File: src/rtl/dec3to8_if.sv
// Select/decode bundle for dec3to8: the index and enable in, plus both registered
// decoder results and the cross-check flags out.
interface dec3to8_if;
   logic       en;
   logic [2:0] in;
   logic [7:0] out_shift;
   logic [7:0] out_case;
   logic [7:0] out;
   logic       mismatch;
   logic       err_sticky;

   modport master (
      output en, in,
      input  out_shift, out_case, out, mismatch, err_sticky
   );

   modport slave (
      input  en, in,
      output out_shift, out_case, out, mismatch, err_sticky
   );
endinterface

File: src/rtl/dec3to8.sv
// Registered 3-to-8 decoder with two independent decode paths (shift and case)
// that are compared every cycle; any disagreement raises mismatch and err_sticky.
module dec3to8_shift (
   input  logic       en,
   input  logic [2:0] in,
   output logic [7:0] out
);
   assign out = en ? (8'b0000_0001 << in) : 8'b0000_0000;
endmodule

module dec3to8_case (
   input  logic       en,
   input  logic [2:0] in,
   output logic [7:0] out
);
   always_comb begin
      out = 8'b0000_0000;
      if (en) begin
         // An X/Z index falls through to default, deliberately disagreeing with the shift path.
         case (in)
            3'd0:    out = 8'b0000_0001;
            3'd1:    out = 8'b0000_0010;
            3'd2:    out = 8'b0000_0100;
            3'd3:    out = 8'b0000_1000;
            3'd4:    out = 8'b0001_0000;
            3'd5:    out = 8'b0010_0000;
            3'd6:    out = 8'b0100_0000;
            3'd7:    out = 8'b1000_0000;
            default: out = 8'b0000_0000;
         endcase
      end
   end
endmodule

module dec3to8 (
   input  logic        clk,
   input  logic        rst,
   dec3to8_if.slave    bus
);
   logic [7:0] shift_res;
   logic [7:0] case_res;
   logic       mismatch_next;
   logic       err_sticky_next;

   logic [7:0] out_shift_reg;
   logic [7:0] out_case_reg;
   logic [7:0] out_reg;
   logic       mismatch_reg;
   logic       err_sticky_reg;

   dec3to8_shift u_shift (
      .en  (bus.en),
      .in  (bus.in),
      .out (shift_res)
   );

   dec3to8_case u_case (
      .en  (bus.en),
      .in  (bus.in),
      .out (case_res)
   );

   assign mismatch_next   = (shift_res != case_res);
   assign err_sticky_next = err_sticky_reg | mismatch_next;

   always_ff @(posedge clk or posedge rst) begin
      if (rst) begin
         out_shift_reg  <= 8'b0;
         out_case_reg   <= 8'b0;
         out_reg        <= 8'b0;
         mismatch_reg   <= 1'b0;
         err_sticky_reg <= 1'b0;
      end else begin
         out_shift_reg  <= shift_res;
         out_case_reg   <= case_res;
         out_reg        <= case_res;
         mismatch_reg   <= mismatch_next;
         err_sticky_reg <= err_sticky_next;
      end
   end

   assign bus.out_shift  = out_shift_reg;
   assign bus.out_case   = out_case_reg;
   assign bus.out        = out_reg;
   assign bus.mismatch   = mismatch_reg;
   assign bus.err_sticky = err_sticky_reg;
endmodule

File: src/flat_wrapper.sv
// flat-port wrapper written by rule: the top's interface ports become plain ports
module dec3to8_flat 
  (clk, rst, bus_en, bus_in, bus_out_shift, bus_out_case, bus_out, bus_mismatch, bus_err_sticky);
  dec3to8_if bus_i ();
  input  logic clk;
  input  logic rst;
  input wire logic [$bits(bus_i.en)-1:0] bus_en;
  input wire logic [$bits(bus_i.in)-1:0] bus_in;
  output wire logic [$bits(bus_i.out_shift)-1:0] bus_out_shift;
  output wire logic [$bits(bus_i.out_case)-1:0] bus_out_case;
  output wire logic [$bits(bus_i.out)-1:0] bus_out;
  output wire logic [$bits(bus_i.mismatch)-1:0] bus_mismatch;
  output wire logic [$bits(bus_i.err_sticky)-1:0] bus_err_sticky;
  assign bus_i.en = bus_en;
  assign bus_i.in = bus_in;
  assign bus_out_shift = bus_i.out_shift;
  assign bus_out_case = bus_i.out_case;
  assign bus_out = bus_i.out;
  assign bus_mismatch = bus_i.mismatch;
  assign bus_err_sticky = bus_i.err_sticky;
  dec3to8 u_core (.clk(clk), .rst(rst), .bus(bus_i));
endmodule
File: config.mk
export PLATFORM = sky130hd
export DESIGN_NAME = dec3to8_flat
export DESIGN_NICKNAME = d
export VERILOG_FILES = /design/src/rtl/dec3to8_if.sv /design/src/rtl/dec3to8.sv /design/src/flat_wrapper.sv
export SDC_FILE = /design/constraint.sdc
export NUM_CORES = 1
export LEC_CHECK = 0
export CORE_AREA = 2 2 39 41
export DETAILED_ROUTE_END_ITERATION = 7
export DIE_AREA = 0 0 41 43
export PLACE_DENSITY = 0.81
export SKIP_CTS_REPAIR_TIMING = 1
export SLEW_MARGIN = 20
export SYNTH_ARGS = -nofsm -noshare
export SYNTH_HDL_FRONTEND = slang
export SYNTH_SLANG_ARGS = --single-unit
File: constraint.sdc
create_clock -name clk -period 1.93 [get_ports clk]
set_clock_uncertainty 0.2 [all_clocks]
set_input_delay 0.193 -clock clk [delete_from_list [all_inputs] [get_ports clk]]
set_output_delay 0.193 -clock clk [all_outputs]
set_load 0.02 [all_outputs]
== Word-level counts from Yosys, hierarchy flattened ==
Memories as Yosys holds them, arrays and structs flattened.
Index checks and enable logic that the tools add are counted.

* Input port bits: 6
* Flip-flop bits (word level): 18
* Word-level logic and storage cells: 10
* Memories kept: 1
* Output and inout port bits: 26
* ROM bits: 64

* Equal/unequal tests: 1
* Shift-type cells: 1
* Multiplexer cells: 2
* Bitwise gates (word level): 1

{| class="wikitable"
|+ Memories
! name !! depth !! bits a word !! read ports !! clocked after memory_dff !! wr ports !! RTL line !! RTL
|-
| (no name shown) || 8 || 8 || 1 || 0 || 0 || dec3to8.sv:20 || <nowiki>case (in)</nowiki>
|}

{| class="wikitable"
|+ Operators by type and width
! operator !! number
|-
| 8-bit 2-to-1 mux || 2
|-
| 8-bit inequality test || 1
|-
| 1-bit by 3-bit left shift with 8-bit output (first input constant) || 1
|-
| 1-bit bitwise OR || 1
|}

== Longest topological paths before layout ==
Gate-level depths: netlist of the first run.

* Word-level depth: 4
* Mapped depth: 1
* Mapped depth without buffers: 1

== Hierarchy ==
From an unflattened synthesis of the first run, not the netlist that was laid out.

* Cells, all modules: 55
* Area total of the unflattened synthesis: 798.3 um^2

{| class="wikitable"
|+ Modules (own cells, without submodules)
! module !! area each (um^2) !! cells an instance !! seq. area each (um^2) !! instances
|-
| dec3to8 || 608.1 || 39 || 450.4 || 1
|-
| dec3to8_case || 95.1 || 8 || 0.0 || 1
|-
| dec3to8_shift || 95.1 || 8 || 0.0 || 1
|}

== Least setup slack after synthesis of the first run ==
OpenSTA, ideal clock, no wires.

* Kind: flip-flop to output port
* From: register, netlist name u_core.bus.out_shift[0]
* To: output port bus_out_case[0]
* Cell stages (with the launch flop): 2
* Path slack: 0.910 ns
* Required time: 1.537 ns
* Path buffers: 1
* Arrival time: 0.627 ns
* Path through: dfrtp_1 buf_4

{| class="wikitable"
|+ RTL lines
! item !! RTL line !! RTL
|-
| end, declared || flat_wrapper.sv:10 || <nowiki>output wire logic [$bits(bus_i.out_case)-1:0] bus_out_case;</nowiki>
|}

==> flow_metrics.tcl, run 1 <==
set metrics [dict create \
    status "finished with violations" \
    violations "negative hold slack" \
    crit_buf_inv 1 \
    avgSynthCellArea_um2 12.2 \
    largest_register_ffs 7 \
    design_area_um2 641 \
    drt_wl_total_um 714 \
    highest_layer "met3" \
    cts_tree "yes" \
    swShare_pct 24.4 \
    period_share_pct 84.2 \
    worstSetupEndpointType "output port" \
    die_w_um 41 \
    finalPower_w 0.000369 \
    ys_seq_area_share_pct 45.6 \
    clkTransAtPathRegs_ps 50 \
    drv_cap 0 \
    post_dp_cell_area_um2 618 \
    rsz0062_at_grt "no" \
    hold_class "input port to asynchronous set/reset pin" \
    ys_types 8 \
    grt_max_degree 9 \
    h-tree-depth 1 \
    ant_nets 0 \
    final_common_cell "clkdlybuf4s50_1" \
    postSynthCellCount 36 \
    first_iter_violations 1 \
    synth_top_area_share_pct 45.6 \
    grt_pass1_wl_mm 1.07 \
    yosys_warnings 0 \
    dieHeight_um 43 \
    cts_buffers 3 \
    postLayoutCoreUtil_pct 46.3 \
    dr_wl_met2_um 364 \
    clock_power_share_pct 33.0 \
    p_int_w 0.000279 \
    cp-start-kind "register" \
    clkSinkCount 8 \
    hold_viol 8 \
    grt_overflow 0 \
    n_antenna_cell 0 \
    final_layout_size_suffix_gt1_share_pct 21.6 \
    cp_max_fo 3 \
    cp.required_ps 1540 \
    fmax_mhz 615 \
    cp_slowest_cell "clkdlybuf4s50_1" \
    io_pins 32 \
    setup_tns_ps 0 \
    route.vias.total 276 \
    grt_pass1_vias 244 \
    seqPwrFrac_pct 47.5 \
    antenna_found_initial 0 \
    vdd_drop_max_v 0.000232 \
    p_switching_w 0.0000899 \
    clk_path_buf_depth 2 \
    design.core.area_um2 1380 \
    drc 0 \
    route.met3.wl_um 82 \
    syn_to_final_growth_pct 45.9 \
    fin_hold_ws_ps -7.35 \
    place_hpwl_um 601 \
    syn_area_um2 439 \
    ys_ff_latch 8 \
    p_per_area_nw_per_um2 576 \
    p_leak_nw 0.271 \
    portBuffers 29 \
    die_area_um2 1760 \
    firstDrtPassIters 2 \
    maxSlewViolCount 0 \
    setup_viol 0 \
    worstPathCellList "clkdlybuf4s50_1" \
    routed_via_density 4.12 \
    ys_top_cells_by_area "dfrtp_1 46%, buf_4 31%, and4bb_2 8.5%" \
    wl_per_cell_um 10.7 \
    mostFrequentLayoutCells "29 x clkdlybuf4s50_1, 8 x dfrtp_1, 3 x and4b_2, 3 x and4bb_2, 3 x clkbuf_4" \
    place_congestion 0.644 \
    start_util_pct 31.7 \
    met1_length_um 267 \
    critPathKind "register to output port" \
    max_stage_delay_ps 620 \
    timing.final.crit_period_ps 1630 \
    crit_family "buffers and inverters" \
    rows 14 \
    yosysTopAreaCell "dfrtp_1" \
    cts_root_buf "clkbuf_4" \
    combPwrFrac_pct 19.5 \
    grt_util_all_layers_pct 9.84 \
    nNetsFinal 59 \
    worstPathArrival_ps 1230 \
]
[area by class of cell]
type / count / area, um2
clock buffers: 3 / 22.5
well taps: 16 / 20.0
repair buffers: 29 / 290
flip-flops and latches: 8 / 200
fillers: 150 / 743
inverters: 1 / 3.75
multi-input cells: 10 / 104
[per-layer routing]
layer,track usage [%],vias up
met5,0,-
met4,10.0,0
met3,3.66,0
met2,14.1,21
met1,9.97,121
li1,-,134
[cells in the mapped netlist, drive strengths merged]
cell and count:
buf 18, dfrtp 8, and4b 3, and4bb 3, and4 1, conb 1
inv 1, nor4b 1
[kinds of logic (layout without fill, tap and decap cells)]
kind of cell	Yosys count	in the layout	share of synthesized area, %
buffers and inverters	19	33	31.6
flip-flops	8	8	45.6
other	1	2	0.854
AND/OR/NAND/NOR	8	8	21.9
[worst max-delay path by stage]
stage                                  startpoint                      end  slack (ps)  cells after the start
final                     u_core.bus.out_shift[1]          bus_out_case[1]         300                      1
after global routing      u_core.bus.out_shift[6]          bus_out_case[6]         250                      1
after CTS                 u_core.bus.out_shift[1]          bus_out_case[1]         290                      1
after detailed placement  u_core.bus.out_shift[1]          bus_out_case[1]         560                      1
after global placement                  bus_in[0]  u_core.bus.out_shift[2]         570                      2
after floorplan           u_core.bus.out_shift[0]          bus_out_case[0]         910                      1
[power by group through the flow]
stage	sequential [W]	clock, W	combinational [W]
finish	0.000175	0.000122	0.0000720
floorplan	0.000183	0	0.0000393
CTS	0.000176	0.000124	0.0000724
global placement	0.000178	0	0.0000710
global route	0.000176	0.000136	0.0000779
detailed placement	0.000178	0	0.0000723
[metrics by stage]
step	std cells	hold slack, ps	setup WS [ps]
finish	67	-7.35	304
global route	67	15.4	253
CTS	67	-6.95	292
detailed placement	64	256	558
global placement	64	242	570
floorplan	37	-191	910
(Power assumes the default switching activity.)
==> inputs of run 2 (changes only) <==
--- a/config.mk
+++ b/config.mk
@@ -5,10 +5,10 @@
 export SDC_FILE = /design/constraint.sdc
 export NUM_CORES = 1
 export LEC_CHECK = 0
-export CORE_AREA = 2 2 39 41
+export CORE_MARGIN = 2
+export CORE_UTILIZATION = 29
 export DETAILED_ROUTE_END_ITERATION = 7
-export DIE_AREA = 0 0 41 43
-export PLACE_DENSITY = 0.81
+export PLACE_DENSITY = 0.75
 export SKIP_CTS_REPAIR_TIMING = 1
 export SLEW_MARGIN = 20
 export SYNTH_ARGS = -nofsm -noshare
==> constraint.sdc (replaced) <==
create_clock -name clk -period 1.38 [get_ports clk]
set_clock_uncertainty 0.2 [all_clocks]
set_input_delay 0.138 -clock clk [delete_from_list [all_inputs] [get_ports clk]]
set_output_delay 0.138 -clock clk [all_outputs]
set_load 0.02 [all_outputs]
==> flow_metrics.tcl, run 2 (synthesis gave the netlist of run 1 again) <==
set metrics [dict create \
    status "completed" \
    final_layout_size_suffix_gt1_share_pct 21.2 \
    fillers 134 \
    mostFrequentLayoutCells "24 x dlymetal6s2s_1, 8 x dfrtp_1, 5 x clkdlybuf4s50_1" \
    rows 14 \
    largest_register_ffs 7 \
    final_common_cell "dlymetal6s2s_1" \
    design.core.area_um2 1450 \
    p_switching_w 0.000129 \
    swShare_pct 24.9 \
    p_leak_nw 0.697 \
    ant_nets 0 \
    crit_buf_inv 1 \
    place_congestion 0.636 \
    start_util_pct 30.2 \
    endpoint "bus_out[0]" \
    drc 0 \
    hold_viol 0 \
    fin_hold_ws_ps 403 \
    worstPathArrival_ps 850 \
    p_int_w 0.000388 \
    grt_max_degree 9 \
    dieHeight_um 42.9 \
    first_iter_violations 0 \
    nNetsFinal 60 \
    cts_root_buf "clkbuf_4" \
    drv_cap 0 \
    wl_per_cell_um 11.8 \
    syn_to_final_growth_pct 61.8 \
    setup_viol 0 \
    timing.final.crit_period_ps 1180 \
    cp-start-kind "register" \
    period_share_pct 85.8 \
    io_pins 32 \
    die_area_um2 1840 \
    design_area_um2 711 \
    fmax_mhz 845 \
    grt_pass1_wl_mm 1.13 \
    grt_util_all_layers_pct 8.58 \
    hold_depth 2 \
    drt_wl_total_um 801 \
    vdd_drop_max_v 0.000398 \
    combPwrFrac_pct 19.3 \
    rsz0062_at_grt "no" \
    seqPwrFrac_pct 47.2 \
    cp.depth 1 \
    cts_tree "yes" \
    cp.required_ps 1040 \
    n_antenna_cell 0 \
    hold_class "input port to register" \
    routed_via_density 4.10 \
    seq_area_um2 200 \
    clkTransAtPathRegs_ps 50 \
    worstSetupEndpointType "output port" \
    firstDrtPassIters 1 \
    max_stage_delay_ps 380 \
    worstPathCellList "dlymetal6s2s_1" \
    clk_path_buf_depth 2 \
    clock_power_share_pct 33.4 \
    maxSlewViolCount 0 \
    die_w_um 42.9 \
    p_per_area_nw_per_um2 728 \
    route.vias.total 279 \
    grt_pass1_vias 256 \
    cts_buffers 3 \
    cp_slowest_cell "dfrtp_1" \
    crit_family "flip-flops" \
    critPathKind "register to output port" \
    postLayoutCoreUtil_pct 48.9 \
    multiInputGateArea_um2 104 \
    antenna_found_initial 0 \
    portBuffers 29 \
    clkSinkCount 8 \
    cp_max_fo 3 \
    post_dp_cell_area_um2 618 \
    cp-startpoint "u_core.bus.out_shift[0]" \
    h-tree-depth 1 \
    grt_overflow 0 \
]
[run 2: changes by cell type in the layout (fill, tap and decap cells not counted)]
| cell | previous run | this run |
|---|---|---|
| dlymetal6s2s_1 | 0 | 24 |
| clkdlybuf4s50_1 | 29 | 5 |
| dlygate4sd3_1 | 0 | 1 |
[run 2: worst min path at each step]
stage | end | slack [ps] | start
final | u_core.bus.out_shift[0] | 400 | bus_in[1]
after global routing | u_core.bus.out_shift[0] | 390 | bus_in[1]
after detailed placement | u_core.bus.out_shift[2] | 210 | rst
after floorplan | u_core.bus.out_case[7] | -250 | rst
after global placement | u_core.bus.out_shift[2] | 190 | rst
after CTS | u_core.bus.out_shift[2] | -60 | rst
[run 2: power groups by stage]
stage	clock (W)	sequential [W]	combinational, W
finish	0.000173	0.000244	0.0000999
global route	0.000195	0.000245	0.000106
CTS	0.000182	0.000245	0.000102
detailed placement	0	0.000249	0.000102
global placement	0	0.000249	0.000100
floorplan	0	0.000257	0.0000550
[run 2: cell type report]
cell class | count | area share (%)
Clock buffer | 3 | 3.17
Inverter | 1 | 0.528
Multi-Input combinational cell | 10 | 14.6
Sequential cell | 8 | 28.2
Tap cell | 16 | 2.82
Timing Repair Buffer | 30 | 50.7
[run 2: per-stage QoR]
step	setup slack [ps]	std cells	power, W	TNS [ps]
3_5_place_dp	54.3	64	0.000352	0
4_1_cts	-212	67	0.000530	-4670
3_3_place_gp	73.4	64	0.000349	0
5_1_grt	142	68	0.000546	0
2_1_floorplan	415	37	0.000312	0
6_report	196	68	0.000517	0
[run 2: per-layer routing]
metal	global-route usage, %	share of wire, %	vias up
met5	0	0	-
met4	5.63	0	0
met3	3.40	6.7	0
met2	13.9	55	13
met1	9.07	39	131
li1	-	-	135
==> inputs of run 3 (changes only) <==
--- a/config.mk
+++ b/config.mk
@@ -10,7 +10,6 @@
 export DETAILED_ROUTE_END_ITERATION = 7
 export PLACE_DENSITY = 0.75
 export SKIP_CTS_REPAIR_TIMING = 1
-export SLEW_MARGIN = 20
 export SYNTH_ARGS = -nofsm -noshare
 export SYNTH_HDL_FRONTEND = slang
 export SYNTH_SLANG_ARGS = --single-unit
==> results of run 3 <==
The final DEF is identical to that of run 2; final timing and power are the same.
